`config.mk`:
```
export PLATFORM = sky130hd
export DESIGN_NAME = inst_byte_assembler
export DESIGN_NICKNAME = d
export VERILOG_FILES = /design/src/rtl/inst_byte_assembler.sv
export SDC_FILE = /design/constraint.sdc
export NUM_CORES = 1
export LEC_CHECK = 0
export ABC_AREA = 1
export BUFFER_PORTS_ARGS = -buffer_cell sky130_fd_sc_hd__buf_2
export CAP_MARGIN = 20
export CORE_MARGIN = 3
export CORE_UTILIZATION = 41
export DETAILED_ROUTE_END_ITERATION = 12
export PLACE_DENSITY_LB_ADDON = 0.3
export SETUP_SLACK_MARGIN = 0.3
export SYNTH_ARGS = -nofsm -noshare
export SYNTH_HDL_FRONTEND = slang
export SYNTH_SLANG_ARGS = --single-unit
```
`constraint.sdc`:
```
create_clock -name clk -period 2 [get_ports clk]
set_input_delay 0.5 -clock clk [delete_from_list [all_inputs] [get_ports clk]]
set_output_delay 0.5 -clock clk [all_outputs]
set_load 0.02 [all_outputs]
```
`src/rtl/inst_byte_assembler.sv`:
```
// inst_byte_assembler: pops prefetch-queue bytes and presents sized instructions to decode
// Ports: clk, reset (sync, active-high); q_data/q_empty in, q_pull out (combinational pop)
//        flush/flush_pc restart the assembler at a new PC
//        inst_valid/inst_ready handshake carrying inst_opcode/op1/op2/len/pc (all registered)
module inst_byte_assembler #(
    parameter int                ADDR_W   = 16,
    parameter logic [ADDR_W-1:0] RESET_PC = '0,
    parameter int                BRK_LEN  = 1
) (
    input  logic              clk,
    input  logic              reset,
    input  logic [7:0]        q_data,
    input  logic              q_empty,
    output logic              q_pull,
    input  logic              flush,
    input  logic [ADDR_W-1:0] flush_pc,
    output logic              inst_valid,
    input  logic              inst_ready,
    output logic [7:0]        inst_opcode,
    output logic [7:0]        inst_op1,
    output logic [7:0]        inst_op2,
    output logic [1:0]        inst_len,
    output logic [ADDR_W-1:0] inst_pc
);
    typedef enum logic [1:0] {S_OP, S_OP1, S_OP2, S_OUT} state_t;
    state_t            state_q, state_d;
    logic              valid_q, valid_d;
    logic [7:0]        opcode_q, opcode_d, op1_q, op1_d, op2_q, op2_d;
    logic [1:0]        len_q, len_d, op_len;
    logic [ADDR_W-1:0] pc_q, pc_d;
    always_comb
        op_len = q_data == 8'h00 ? 2'(BRK_LEN) :
                 (q_data[3:0] == 4'h8 || q_data[3:0] == 4'hA || q_data == 8'h40 || q_data == 8'h60) ? 2'd1 :
                 (q_data[3:2] == 2'b11 || q_data[4:0] == 5'b11001 || q_data == 8'h20) ? 2'd3 : 2'd2;
    assign q_pull = !reset && !flush && !q_empty && state_q != S_OUT;
    always_comb begin
        state_d  = state_q;
        valid_d  = valid_q;
        opcode_d = opcode_q;
        op1_d    = op1_q;
        op2_d    = op2_q;
        len_d    = len_q;
        pc_d     = pc_q;
        if (flush) begin
            state_d  = S_OP;
            valid_d  = 1'b0;
            opcode_d = '0;
            op1_d    = '0;
            op2_d    = '0;
            len_d    = '0;
            pc_d     = flush_pc;
        end else if (q_pull && state_q == S_OP) begin
            opcode_d = q_data;
            len_d    = op_len;
            op1_d    = '0;
            op2_d    = '0;
            state_d  = op_len == 2'd1 ? S_OUT : S_OP1;
            valid_d  = op_len == 2'd1;
        end else if (q_pull && state_q == S_OP1) begin
            op1_d   = q_data;
            state_d = len_q == 2'd2 ? S_OUT : S_OP2;
            valid_d = len_q == 2'd2;
        end else if (q_pull && state_q == S_OP2) begin
            op2_d   = q_data;
            state_d = S_OUT;
            valid_d = 1'b1;
        end else if (state_q == S_OUT && inst_ready) begin
            pc_d    = pc_q + ADDR_W'(len_q);
            state_d = S_OP;
            valid_d = 1'b0;
        end
    end
    always_ff @(posedge clk) begin
        if (reset) begin
            state_q  <= S_OP;
            valid_q  <= 1'b0;
            opcode_q <= '0;
            op1_q    <= '0;
            op2_q    <= '0;
            len_q    <= '0;
            pc_q     <= RESET_PC;
        end else begin
            state_q  <= state_d;
            valid_q  <= valid_d;
            opcode_q <= opcode_d;
            op1_q    <= op1_d;
            op2_q    <= op2_d;
            len_q    <= len_d;
            pc_q     <= pc_d;
        end
    end
    assign inst_valid  = valid_q;
    assign inst_opcode = opcode_q;
    assign inst_op1    = op1_q;
    assign inst_op2    = op2_q;
    assign inst_len    = len_q;
    assign inst_pc     = pc_q;
endmodule

```
# ---- After elaboration in Yosys (flattened, before gate mapping)
# Index checks and enable logic that the tools add are counted.
dict set report classes {
  add_sub_neg 1
  mux 18
  reduce_logical 23
  n_eq_ne 16
  bitwise_logic 1
}
# op count
set op_table {}
lappend op_table {{2-to-1 mux 16 bit} 5}
lappend op_table {{adder 16 x 2 -> 16 bit} 1}
lappend op_table {{equality test 8 x 7 -> 1 bit (second input constant)} 2}
lappend op_table {{2-to-1 mux 2 bit} 7}
lappend op_table {{equality test 2 bit (second input constant)} 4}
lappend op_table {{equality test 4 bit (second input constant)} 2}
lappend op_table {{equality test 8 x 6 -> 1 bit (second input constant)} 1}
lappend op_table {{logical NOT 8 bit} 1}
lappend op_table {{!= test 2 bit (second input constant)} 4}
lappend op_table {{logical AND 1 bit} 7}
lappend op_table {{2-to-1 mux 1 bit} 6}
lappend op_table {{equality test 5 bit (second input constant)} 1}
lappend op_table {{logical OR 1 bit} 5}
lappend op_table {{equality test 2 x 1 -> 1 bit (second input constant)} 2}
lappend op_table {{AND reduction 4 bit} 1}
lappend op_table {{nonzero test 4 bit} 1}
lappend op_table {{logical NOT 1 bit} 3}
lappend op_table {{OR reduction 3 bit} 1}
lappend op_table {{logical NOT 2 bit} 1}
lappend op_table {{AND reduction 2 bit} 1}
lappend op_table {{nonzero test 2 bit} 1}
lappend op_table {{OR reduction 2 bit} 1}
lappend op_table {{inverter 1 bit} 1}
dict set report totals {
  out_inout_bits 44
  input_bits 29
  elab_cells 66
  ff_bits 45
}

# ---- Longest topological paths before layout
# Gate-level depths: netlist of the first run.
dict set report logic_depth {
  ltp_word 9
  mapped_depth 12
  ltp_nobuf 12
}

# ---- Worst setup path after synthesis of the first run
# OpenSTA, ideal clock, no wires.
dict set report synth_path {
  kind {register -> register}
  startpoint {register len_q[0], in the netlist inst_len[0]}
  endpoint {register pc_q[12], in the netlist inst_pc[12]}
  setup_slack_ns 0.037
  setup_ns 0.132
  stages_incl_launch_ff 12
  t_required_ns 1.868
  arrival_ns 1.831
  synth_period_minus_slack_ns 1.963
  path_buffers 0
  cell_sequence {dfxtp_1 -> ha_1 -> inv_1 -> fa_1 -> inv_1 -> nand2_1 -> inv_1 -> nand2_1 -> nor2_1 -> nand2_1 -> o21ai_0 -> a21oi_1}
}
dict set report synth_between {
  elab_chain_cells 6
}
# element line
set synth_rtl {}
lappend synth_rtl {{start: declaration} 29} ;# logic [1:0] len_q, len_d, op_len;
lappend synth_rtl {{start signal: assignment} 88} ;# len_q <= len_d;
lappend synth_rtl {{adder 16 x 2 -> 16 bit} 68} ;# pc_d = pc_q + ADDR_W'(len_q);
lappend synth_rtl {{2-to-1 mux 16 bit} 67} ;# end else if (state_q == S_OUT && inst_ready) begin
lappend synth_rtl {{2-to-1 mux 16 bit} 63} ;# end else if (q_pull && state_q == S_OP2) begin
lappend synth_rtl {{2-to-1 mux 16 bit} 59} ;# end else if (q_pull && state_q == S_OP1) begin
lappend synth_rtl {{2-to-1 mux 16 bit} 52} ;# end else if (q_pull && state_q == S_OP) begin
lappend synth_rtl {{2-to-1 mux 16 bit} 44} ;# if (flush) begin
lappend synth_rtl {{end signal: assignment} 89} ;# pc_q <= pc_d;
lappend synth_rtl {{end: declaration} 30} ;# logic [ADDR_W-1:0] pc_q, pc_d;
# No other way between the ends. The select of a mux whose other input is x is not followed.
# A chain may end at the register's enable or synchronous reset.

# ---- Worst setup path in the final report of the first run
# Same ends and word-level chain as after synthesis.

==> results_tabular.tex, run 1 <==
\begin{tabular}{lr}
\hline
Metric & Value \\
\hline
\multicolumn{2}{l}{\textbf{CTS}} \\
Clock latency on the worst-skew pair & approximately 0.29 ns \\
Total CTS buffers & 5 \\
Clock buffer depth & 2 \\
Clock transition at the registers of the reported paths & $\sim$0.09 ns \\
CTS sink count & between 40 and 50 \\
TritonCTS clock tree & done \\
Number of hold buffers added after cts & 0 \\
H-tree depth & 2 \\
Clock Tree Root & sky130\_fd\_sc\_hd\_\_clkbuf\_8 \\
\multicolumn{2}{l}{\textbf{Placed design}} \\
Input/output buffers & between 70 and 80 \\
Post-placement worst setup slack & between 0.15 and 0.2 ns \\
Area after detailed placement & between 0.002 and 0.003 sq mm \\
Global placer's final weighted congestion & $\sim$0.89 \\
Post-DP HPWL & between 4 and 5 mm \\
\multicolumn{2}{l}{\textbf{Layout}} \\
Final design area excluding fillers & 0.00292 sq mm \\
Post-Route Utilization & 0.561 \\
Multi-input gate area & 0.00117 sq mm \\
FF/Latch Area & about 920 sq um \\
Commonest non-fill, non-tap cell in the layout & sky130\_fd\_sc\_hd\_\_buf\_2 \\
Fill cell instance count of the final layout & between 500 and 600 \\
Net count reported at finish & 446 \\
Most used cells in the layout excluding fill and tap cells & sky130\_fd\_sc\_hd\_\_buf\_2, sky130\_fd\_sc\_hd\_\_nand2\_1, sky130\_fd\_sc\_hd\_\_nor2\_1 \\
Antenna Cells & 0 \\
Fraction of layout instances using a drive strength above 1 & 0.296 \\
Synthesis-to-finish area growth & 30.2\% \\
\multicolumn{2}{l}{\textbf{Floorplan}} \\
\# IOs & 73 \\
Number of rows created at floorplan & 26 \\
Horizontal die dimension & roughly 80 microns \\
DIE AREA & 0.00639 sq mm \\
Placeable core region & around 0.0052 sq mm \\
Effective utilization at floorplan & 0.431 \\
Die height & about 80 microns \\
\multicolumn{2}{l}{\textbf{Timing}} \\
Total Neg Setup Slack & 0 ns \\
Slew Limit Fails & 0 \\
Total count of hold-check failures in the final report & 0 \\
Slew at the pin closest to its max-slew limit & around 0.44 ns \\
Count of endpoints failing setup in the final report & 0 \\
Clock tree skew after final layout & 0.00730 ns \\
Achievable Freq & between 0.5 and 0.6 GHz \\
Final critical-path share of the clock period & 0.847 \\
Worst setup margin & just over 0.3 ns \\
Setup repair after global routing missed its margin & yes \\
Period minus WS final & roughly 1.7 ns \\
Worst max-slew margin expressed relative to the limit & 0.707 \\
\multicolumn{2}{l}{\textbf{Critical path}} \\
Setup crit start kind & register \\
Signal arrival time at the worst endpoint & around 1.9 ns \\
Element type at the critical path end & register \\
Data required time at the worst endpoint & around 2.2 ns \\
Type of the worst setup path & reg -> reg \\
Largest fanout on the critical path & 5 \\
Setup slack of the most critical reg-to-reg path & 0.31 ns \\
\multicolumn{2}{l}{\textbf{Synth}} \\
Mean post-synth cell area & around 6.8 sq um \\
Number of warning messages in the yosys log & 0 \\
Count of unique library cells instantiated by Yosys & 28 \\
Post-synth top area share & 0.402 \\
Leading post-synthesis cells by cell area & sky130\_fd\_sc\_hd\_\_dfxtp\_1, sky130\_fd\_sc\_hd\_\_nand2\_1, sky130\_fd\_sc\_hd\_\_a21oi\_1, sky130\_fd\_sc\_hd\_\_nor2\_1, sky130\_fd\_sc\_hd\_\_o21ai\_0 \\
Syn Nets & between 300 and 400 \\
Fraction of the yosys area taken by sequential cells & 0.402 \\
Number of instances in the synthesized netlist & around 330 \\
Cell accounting for the most synthesized area & sky130\_fd\_sc\_hd\_\_dfxtp\_1 \\
Area of the mapped netlist & $\sim$0.0022 sq mm \\
Synthesized flop and latch total & 45 \\
\multicolumn{2}{l}{\textbf{Drt}} \\
Total routed wire length on the met1 layer & between 2 and 3 mm \\
DR top layer & met4 \\
Wire length on met3 & 470 microns \\
Router iterations before antenna repair & 4 \\
Number of vias per cell & between 4 and 5 \\
Via total after detailed routing & between 2,000 and 2,500 \\
Detailed-route wire length per cell & approximately 13 microns \\
Overall routed net length & a little over 6 mm \\
DR WL met2 & approximately 2.9 mm \\
Number of routed nets with antenna violations & 0 \\
DRC Markers & 0 \\
First-iteration detailed-routing DRC count & 98 \\
\multicolumn{2}{l}{\textbf{GRT}} \\
Number of antenna violations at the first check in global routing & 0 \\
Number of global-route vias before repair & roughly 2,100 \\
Aggregate global routing overflow & 0 \\
Overall global routing resource usage & 0.188 \\
Largest net degree at the start of global routing & 18 \\
Global-route wire length before repair & roughly 9.6 mm \\
\multicolumn{2}{l}{\textbf{Power and ir drop}} \\
Static Leakage & 1.35 nW \\
Switching power share of the total & 0.266 \\
Maximum resistive drop on vdd & about 0.42 mV \\
Part of the power in the clock network & 0.371 \\
Switching component of the power & approximately 0.50 mW \\
Part of the power in combinational logic & 0.127 \\
Power density over cell area & 649 mW/mm\^{}2 \\
Part of the total power dissipated in sequential elements & 0.502 \\
Internal Pwr Total & 1.39 mW \\
\multicolumn{2}{l}{\textbf{Job}} \\
Max-capacitance violation count & 0 \\
\multicolumn{2}{l}{\textbf{Min path}} \\
Kind of path behind the tightest hold check & in -> reg \\
\multicolumn{2}{l}{\textbf{Status}} \\
Status & completed \\
\hline
\end{tabular}
layout make-up:
cell class,instances,share of cell area
multi-input cells,235,0.400
inverters,37,0.0476
clock inverters,2,0.0133
well taps,70,0.0300
clock buffers,6,0.0249
repair buffers,90,0.171
flip-flops and latches,45,0.314
sequential cells by signal (all words and copies together) (netlist names):
name / cells
inst_len: 2
inst_op1: 8
inst_op2: 8
inst_opcode: 8
inst_pc: 16
inst_valid: 1
state_q: 2
per-layer routing:
| metal | vias up | GRT usage |
|---|---|---|
| met5 | - | 0 |
| met4 | 0 | 0.0287 |
| met3 | 4 | 0.0463 |
| met2 | 93 | 0.326 |
| met1 | 1082 | 0.238 |
| li1 | 1232 | - |
synthesized netlist by cell type:
library cell	instances
sky130_fd_sc_hd__a21oi_1	37
sky130_fd_sc_hd__a31oi_1	5
sky130_fd_sc_hd__buf_1	1
sky130_fd_sc_hd__buf_2	2
sky130_fd_sc_hd__buf_4	1
sky130_fd_sc_hd__buf_6	3
sky130_fd_sc_hd__clkbuf_1	4
sky130_fd_sc_hd__dfxtp_1	45
sky130_fd_sc_hd__fa_1	1
sky130_fd_sc_hd__ha_1	2
sky130_fd_sc_hd__inv_1	35
sky130_fd_sc_hd__inv_2	2
sky130_fd_sc_hd__nand2_1	71
sky130_fd_sc_hd__nand2_2	1
sky130_fd_sc_hd__nand2_4	1
sky130_fd_sc_hd__nand3_1	26
sky130_fd_sc_hd__nand3_2	1
sky130_fd_sc_hd__nand3b_1	1
sky130_fd_sc_hd__nand4_1	4
sky130_fd_sc_hd__nor2_1	44
sky130_fd_sc_hd__nor2_2	1
sky130_fd_sc_hd__nor2_4	2
sky130_fd_sc_hd__nor2_8	1
sky130_fd_sc_hd__o21ai_0	31
sky130_fd_sc_hd__or2_0	1
sky130_fd_sc_hd__or2_2	2
sky130_fd_sc_hd__xnor2_1	2
sky130_fd_sc_hd__xor2_1	1
worst max-delay path: stages, from the launching register on:
cell and delay [ns]:
sky130_fd_sc_hd__dfxtp_4 0.37, sky130_fd_sc_hd__ha_4 0.14, sky130_fd_sc_hd__inv_2 0.04, sky130_fd_sc_hd__fa_2 0.33
sky130_fd_sc_hd__inv_2 0.07, sky130_fd_sc_hd__nand2_2 0.06, sky130_fd_sc_hd__inv_2 0.09, sky130_fd_sc_hd__nand2_4 0.08
sky130_fd_sc_hd__nor2_4 0.16, sky130_fd_sc_hd__nand2_2 0.07, sky130_fd_sc_hd__o21ai_1 0.13, sky130_fd_sc_hd__a21oi_1 0.07
logic make-up (layout without fill, tap and decap cells):
| family | count (synthesis) | after routing | synth area share |
|---|---|---|---|
| AO/OA/AOI/OAI | 73 | 73 | 0.166 |
| XOR/XNOR | 3 | 3 | 0.0117 |
| adder cells (fa/ha/maj) | 3 | 3 | 0.0201 |
| buffers and inverters | 48 | 135 | 0.0932 |
| flip-flops | 45 | 45 | 0.402 |
| AND/OR/NAND/NOR | 156 | 156 | 0.307 |
repair_timing:
| action | CTS | global route |
|---|---|---|
| setup buffers | 3 | 6 |
| pin swaps | 3 | 7 |
| endpoints found under the setup margin | 6 | 7 |
| resized for setup | 7 | 4 |
path summary, 6_finish.rpt:
check | from | end | cells past startpoint
min reg2reg | inst_op2[0] | inst_op2[0] | 2
max | inst_len[0] | inst_pc[12] | 11
max reg2reg | inst_len[0] | inst_pc[12] | 11
min | flush_pc[11] | inst_pc[11] | 3
stage by stage:
stage                     hold WS, ns  total power, mW  instances
after floorplan                 0.535             1.11        328
after global placement          0.451             1.20        468
after detailed placement        0.455             1.21        468
after CTS                       0.456             1.91        479
after global routing            0.476             1.97        485
final                           0.464             1.89        485
power groups by stage:
| stage | registers (mW) | logic [mW] | clock network [mW] |
|---|---|---|---|
| finish | 0.951 | 0.241 | 0.702 |
| detailed placement | 0.972 | 0.234 | 0 |
| global placement | 0.971 | 0.232 | 0 |
| global route | 0.955 | 0.267 | 0.750 |
| CTS | 0.951 | 0.238 | 0.719 |
| floorplan | 0.996 | 0.116 | 0 |
Note: power is estimated with default switching activity, not from simulation.
==> inputs of run 2 (changes only) <==
clock period = 1.6 ns   (was 2 ns; I/O delays follow)
==> results_tabular.tex, run 2 (same netlist as run 1, synthesis figures left out) <==
\begin{tabular}{lr}
\hline
Metric & Value \\
\hline
\multicolumn{2}{l}{\textbf{Critical path}} \\
Cell type group with the largest total delay on the critical path & adder cells \\
Largest fanout on the critical path & 2 \\
FF-to-FF Start & inst\_pc[0] \\
Length in cells of the worst reg-to-reg path & 11 \\
Signal arrival time at the worst endpoint & $\sim$1.9 ns \\
Cell occurring most often along the worst timing path & sky130\_fd\_sc\_hd\_\_inv\_2 \\
Terminus of the critical flop-to-flop path & inst\_pc[4] \\
Element type at the critical path end & register \\
Peak per-stage delay on the critical path & roughly 0.37 ns \\
Slowest stage cell on the critical path & sky130\_fd\_sc\_hd\_\_dfxtp\_4 \\
Setup crit start kind & register \\
Setup slack of the most critical reg-to-reg path & -0.08 ns \\
Type of the worst setup path & reg -> reg \\
Levels on crit path & 11 \\
Crit-path cells & ha\_4, inv\_2, fa\_2, inv\_2, nand2\_2, inv\_2, buf\_4, buf\_6, a21oi\_1, or2\_0, a31oi\_1 \\
Launch point of the critical path & inst\_pc[0] \\
Data required time at the worst endpoint & 1.83 ns \\
Worst setup path endpoint & inst\_pc[4] \\
Sum of buffers and inverters on the critical path & 5 \\
\multicolumn{2}{l}{\textbf{Layout}} \\
Antenna Cells & 0 \\
Fraction of layout instances using a drive strength above 1 & 0.409 \\
Most used cells in the layout excluding fill and tap cells & sky130\_fd\_sc\_hd\_\_buf\_2, sky130\_fd\_sc\_hd\_\_nand2\_1, sky130\_fd\_sc\_hd\_\_nor2\_1 \\
Multi-input gate area & $\sim$0.0013 sq mm \\
Commonest non-fill, non-tap cell in the layout & sky130\_fd\_sc\_hd\_\_buf\_2 \\
FF/Latch Area & about 930 sq um \\
Net count reported at finish & approximately 450 \\
Fill cell instance count of the final layout & 480 \\
Flip-flop count of the largest register, all copies and words added & 16 \\
Fin cells & 491 \\
Synthesis-to-finish area growth & 42.5\% \\
Post-Route Utilization & 0.614 \\
\multicolumn{2}{l}{\textbf{Power and ir drop}} \\
Power density over cell area & 727 mW/mm\^{}2 \\
Static Leakage & 1.41 nW \\
Total power & 2.32 mW \\
Maximum resistive drop on vdd & approximately 0.43 mV \\
\multicolumn{2}{l}{\textbf{Timing}} \\
Worst hold slack & between 0.3 and 0.4 ns \\
Setup repair after global routing missed its margin & yes \\
Slew Limit Fails & 0 \\
Achievable Freq & between 0.5 and 0.6 GHz \\
Worst setup margin & -0.0848 ns \\
Period minus WS final & 1.68 ns \\
Clock tree skew after final layout & $\sim$0.0066 ns \\
Total count of hold-check failures in the final report & 0 \\
Worst max-slew margin expressed relative to the limit & 0.832 \\
Slew at the pin closest to its max-slew limit & around 0.25 ns \\
Count of endpoints failing setup in the final report & 4 \\
Final critical-path share of the clock period & 1.05 \\
\multicolumn{2}{l}{\textbf{GRT}} \\
Global-route wire length before repair & just over 10 mm \\
Aggregate global routing overflow & 0 \\
Number of antenna violations at the first check in global routing & 0 \\
Overall global routing resource usage & 0.206 \\
Number of global-route vias before repair & 2,237 \\
Largest net degree at the start of global routing & 19 \\
\multicolumn{2}{l}{\textbf{Placed design}} \\
Post-placement worst setup slack & -0.0543 ns \\
Global placer's final weighted congestion & between 0.8 and 0.9 \\
Input/output buffers & 72 \\
Post-DP HPWL & roughly 4.7 mm \\
Placed cells & 476 \\
\multicolumn{2}{l}{\textbf{CTS}} \\
Clock transition at the registers of the reported paths & about 0.090 ns \\
Clock Tree Root & sky130\_fd\_sc\_hd\_\_clkbuf\_8 \\
Number of hold buffers added after cts & 0 \\
H-tree depth & 2 \\
Total CTS buffers & 5 \\
CTS sink count & between 40 and 50 \\
Clock buffer depth & 2 \\
TritonCTS clock tree & done \\
Clock latency on the worst-skew pair & 0.30 ns \\
\multicolumn{2}{l}{\textbf{Floorplan}} \\
Horizontal die dimension & 80.0 microns \\
DIE AREA & about 0.0064 sq mm \\
Placeable core region & roughly 0.0052 sq mm \\
Die height & $\sim$80 microns \\
Number of rows created at floorplan & 26 \\
\# IOs & 73 \\
Effective utilization at floorplan & 0.431 \\
\multicolumn{2}{l}{\textbf{Drt}} \\
Number of vias per cell & slightly below 5 \\
DRC Markers & 0 \\
Router iterations before antenna repair & 5 \\
Detailed-route wire length per cell & around 13 microns \\
Overall routed net length & $\sim$6.4 mm \\
Number of routed nets with antenna violations & 0 \\
Via total after detailed routing & 2,432 \\
First-iteration detailed-routing DRC count & 119 \\
\multicolumn{2}{l}{\textbf{Status}} \\
Failing checks & setup timing \\
Status & finished with violations \\
\multicolumn{2}{l}{\textbf{Min path}} \\
Kind of path behind the tightest hold check & in -> reg \\
\multicolumn{2}{l}{\textbf{Job}} \\
Max-capacitance violation count & 0 \\
\hline
\end{tabular}
==> run 2: power by group <==
part	total, mW	switching [mW]	leakage (nW)	internal [mW]
Clock	0.774	0.416	0.0518	0.359
Sequential	1.19	0.0384	0.373	1.15
Combinational	0.359	0.216	0.982	0.143
==> run 2: worst min path at each step <==
stage | slack, ns | depth (start not counted) | end | from
after floorplan | 0.47 | 1 | inst_pc[2] | reset
after global placement | 0.46 | 2 | inst_op1[3] | inst_op1[3]
after detailed placement | 0.46 | 2 | inst_op1[3] | inst_op1[3]
after CTS | 0.34 | 3 | inst_pc[11] | flush_pc[11]
after global routing | 0.36 | 3 | inst_pc[2] | flush_pc[2]
final | 0.36 | 3 | inst_pc[11] | flush_pc[11]
==> run 2: worst reg2reg max path: cells and delay by family, from the launching register on <==
family | cells | cell delay, ns
adders and majority gates | 2 | 0.45
DFF | 1 | 0.37
buffers and inverters | 5 | 0.35
and+or+nand+nor | 2 | 0.25
AOI/OAI and AO/OA | 2 | 0.18
==> run 2: through the flow <==
stage               setup TNS [ns]  area [sq um]
floorplan                  -0.0741          2370
global route                -0.782          3200
CTS                        -0.0515          3110
global placement          -0.00280          2860
detailed placement          -0.397          2860
finish                      -0.245          3200
==> run 2: area by class of cell <==
| cell class | count | share of cell area |
|---|---|---|
| Multi-Input combinational cell | 236 | 0.421 |
| Sequential cell | 45 | 0.292 |
| Timing Repair Buffer | 95 | 0.184 |
| Inverter | 37 | 0.0450 |
| Tap cell | 70 | 0.0274 |
| Clock buffer | 6 | 0.0258 |
| Clock inverter | 2 | 0.00548 |
==> run 2: repair_timing <==
action,4_1_cts,5_1_grt
cloned,1,0
gates resized for setup,42,17
setup buffers,3,3
pin swaps,10,9
setup endpoints to repair,56,57
hold endpoints to repair,0,0
==> run 2: metal layers <==
metal  share of wire  track usage
met1            0.46        0.274
met2            0.47        0.336
met3           0.049       0.0395
met4           0.018       0.0608
met5               0            0
==> inputs of run 3 (changes only) <==
CORE_UTILIZATION = 40   (was 41)
==> results_tabular.tex, run 3 (same netlist as run 1, synthesis figures left out) <==
\begin{tabular}{lr}
\hline
Metric & Value \\
\hline
\multicolumn{2}{l}{\textbf{Floorplan}} \\
Number of rows created at floorplan & 26 \\
DIE AREA & roughly 0.0065 sq mm \\
\# IOs & 73 \\
Effective utilization at floorplan & 0.425 \\
Die height & 80.9 microns \\
Horizontal die dimension & 80.9 microns \\
Placeable core region & between 0.005 and 0.006 sq mm \\
\multicolumn{2}{l}{\textbf{Drt}} \\
Via total after detailed routing & around 2,700 \\
Number of routed nets with antenna violations & 0 \\
First-iteration detailed-routing DRC count & approximately 240 \\
Router iterations before antenna repair & 4 \\
DRC Markers & 0 \\
Detailed-route wire length per cell & 15.3 microns \\
Overall routed net length & between 7 and 8 mm \\
Number of vias per cell & about 5.3 \\
\multicolumn{2}{l}{\textbf{CTS}} \\
Clock Tree Root & sky130\_fd\_sc\_hd\_\_clkbuf\_8 \\
TritonCTS clock tree & done \\
Clock transition at the registers of the reported paths & around 0.090 ns \\
CTS sink count & 45 \\
H-tree depth & 2 \\
Clock latency on the worst-skew pair & around 0.31 ns \\
Clock buffer depth & 2 \\
Total CTS buffers & 5 \\
\multicolumn{2}{l}{\textbf{Layout}} \\
Fraction of layout instances using a drive strength above 1 & 0.527 \\
Antenna Cells & 0 \\
Synthesis-to-finish area growth & 61.6\% \\
Post-Route Utilization & 0.688 \\
Fill cell instance count of the final layout & 405 \\
Most used cells in the layout excluding fill and tap cells & sky130\_fd\_sc\_hd\_\_buf\_2, sky130\_fd\_sc\_hd\_\_nand2\_1, sky130\_fd\_sc\_hd\_\_buf\_4 \\
Flip-flop count of the largest register, all copies and words added & 16 \\
Net count reported at finish & 473 \\
Commonest non-fill, non-tap cell in the layout & sky130\_fd\_sc\_hd\_\_buf\_2 \\
Fin cells & about 500 \\
\multicolumn{2}{l}{\textbf{Timing}} \\
Count of endpoints failing setup in the final report & 6 \\
Slew Limit Fails & 0 \\
Final critical-path share of the clock period & 1.10 \\
Worst setup margin & -0.164 ns \\
Achievable Freq & 0.567 GHz \\
Total count of hold-check failures in the final report & 0 \\
Slew at the pin closest to its max-slew limit & roughly 0.35 ns \\
Setup repair after global routing missed its margin & yes \\
Clock tree skew after final layout & between 0.01 and 0.015 ns \\
Worst max-slew margin expressed relative to the limit & 0.766 \\
Period minus WS final & approximately 1.8 ns \\
\multicolumn{2}{l}{\textbf{GRT}} \\
Aggregate global routing overflow & 0 \\
Global-route wire length before repair & $\sim$11 mm \\
Number of global-route vias before repair & 2,441 \\
Largest net degree at the start of global routing & 17 \\
Overall global routing resource usage & 0.221 \\
Number of antenna violations at the first check in global routing & 0 \\
\multicolumn{2}{l}{\textbf{Power and ir drop}} \\
Maximum resistive drop on vdd & 0.524 mV \\
Static Leakage & about 1.6 nW \\
Total power & approximately 2.6 mW \\
Power density over cell area & about 710 mW/mm\^{}2 \\
\multicolumn{2}{l}{\textbf{Status}} \\
Status & finished with violations \\
Failing checks & setup timing \\
\multicolumn{2}{l}{\textbf{Critical path}} \\
Signal arrival time at the worst endpoint & roughly 2.0 ns \\
Element type at the critical path end & register \\
Type of the worst setup path & reg -> reg \\
Data required time at the worst endpoint & 1.85 ns \\
Setup crit start kind & register \\
Largest fanout on the critical path & 4 \\
\multicolumn{2}{l}{\textbf{Placed design}} \\
Global placer's final weighted congestion & approximately 0.87 \\
Placed cells & $\sim$490 \\
Input/output buffers & between 70 and 80 \\
Post-DP HPWL & between 4 and 5 mm \\
\multicolumn{2}{l}{\textbf{Job}} \\
Max-capacitance violation count & 0 \\
\multicolumn{2}{l}{\textbf{Min path}} \\
Kind of path behind the tightest hold check & in -> reg \\
\hline
\end{tabular}
## run 3: cell count changes in the layout (fill, tap and decap cells not counted), sizes merged
cell	previous run	this run
bufinv	0	1
clkbuf	6	5
inv	38	37
buf	95	115
nand2	74	75
clkinv	1	2
## run 3: what timing repair did
action                     4_1_cts  5_1_grt
gates cloned                     3        0
hold buffers                     0        0
setup endpoints to repair       56       56
pin swaps                       26       21
buffers inserted                 4       12
hold endpoints to repair         0        0
resized for setup               79       49
## run 3: metrics by stage
stage | setup WS [ns] | hold WS (ns) | instance area, sq um | setup TNS (ns)
2_1_floorplan | -0.0506 | 0.469 | 2370 | -0.0741
3_3_place_gp | -0.0109 | 0.453 | 2930 | -0.0109
3_5_place_dp | -0.0464 | 0.457 | 2930 | -0.0690
4_1_cts | -0.0417 | 0.343 | 3360 | -0.0610
5_1_grt | -0.242 | 0.352 | 3620 | -1.16
6_report | -0.164 | 0.341 | 3620 | -0.685
## run 3: cell type report
class                   instances  area (sq um)  area share
clock buffers                   5          68.8      0.0190
clock inverters                 3          50.0      0.0138
inverters                      37           159      0.0439
multi-input cells             237          1530       0.423
flip-flops and latches         45           943       0.260
well taps                      70          87.6      0.0242
repair buffers                115           783       0.216
## run 3: critical path, stage by stage, from the launching register on
cell and delay (ns):
sky130_fd_sc_hd__dfxtp_4 0.37, sky130_fd_sc_hd__ha_4 0.14, sky130_fd_sc_hd__inv_2 0.04, sky130_fd_sc_hd__fa_2 0.33, sky130_fd_sc_hd__inv_2 0.07, sky130_fd_sc_hd__nand2_2 0.06
sky130_fd_sc_hd__inv_2 0.09, sky130_fd_sc_hd__nand2_4 0.08, sky130_fd_sc_hd__buf_4 0.16, sky130_fd_sc_hd__o21ai_2 0.14, sky130_fd_sc_hd__nand3_2 0.09, sky130_fd_sc_hd__a21oi_2 0.13
## run 3: report_power, final
| group | switching [mW] | internal (mW) |
|---|---|---|
| clock | 0.449 | 0.479 |
| sequential | 0.0410 | 1.15 |
| combinational | 0.261 | 0.177 |
## run 3: routing by layer
metal	vias to the layer above	share of wire	track usage
met1	1290	0.41	0.296
met4	0	0.027	0.0625
met3	23	0.069	0.0421
li1	1304	-	-
met5	-	0	0
met2	106	0.50	0.363
## run 3: path summary, 6_finish.rpt
kind                 from          end  slack (ns)  depth (start not counted)
min reg2reg   inst_op1[6]  inst_op1[6]        0.47                          2
max reg2reg   inst_len[0]   inst_pc[8]       -0.16                         11
min          flush_pc[11]  inst_pc[11]        0.34                          3
max           inst_len[0]   inst_pc[8]       -0.16                         11
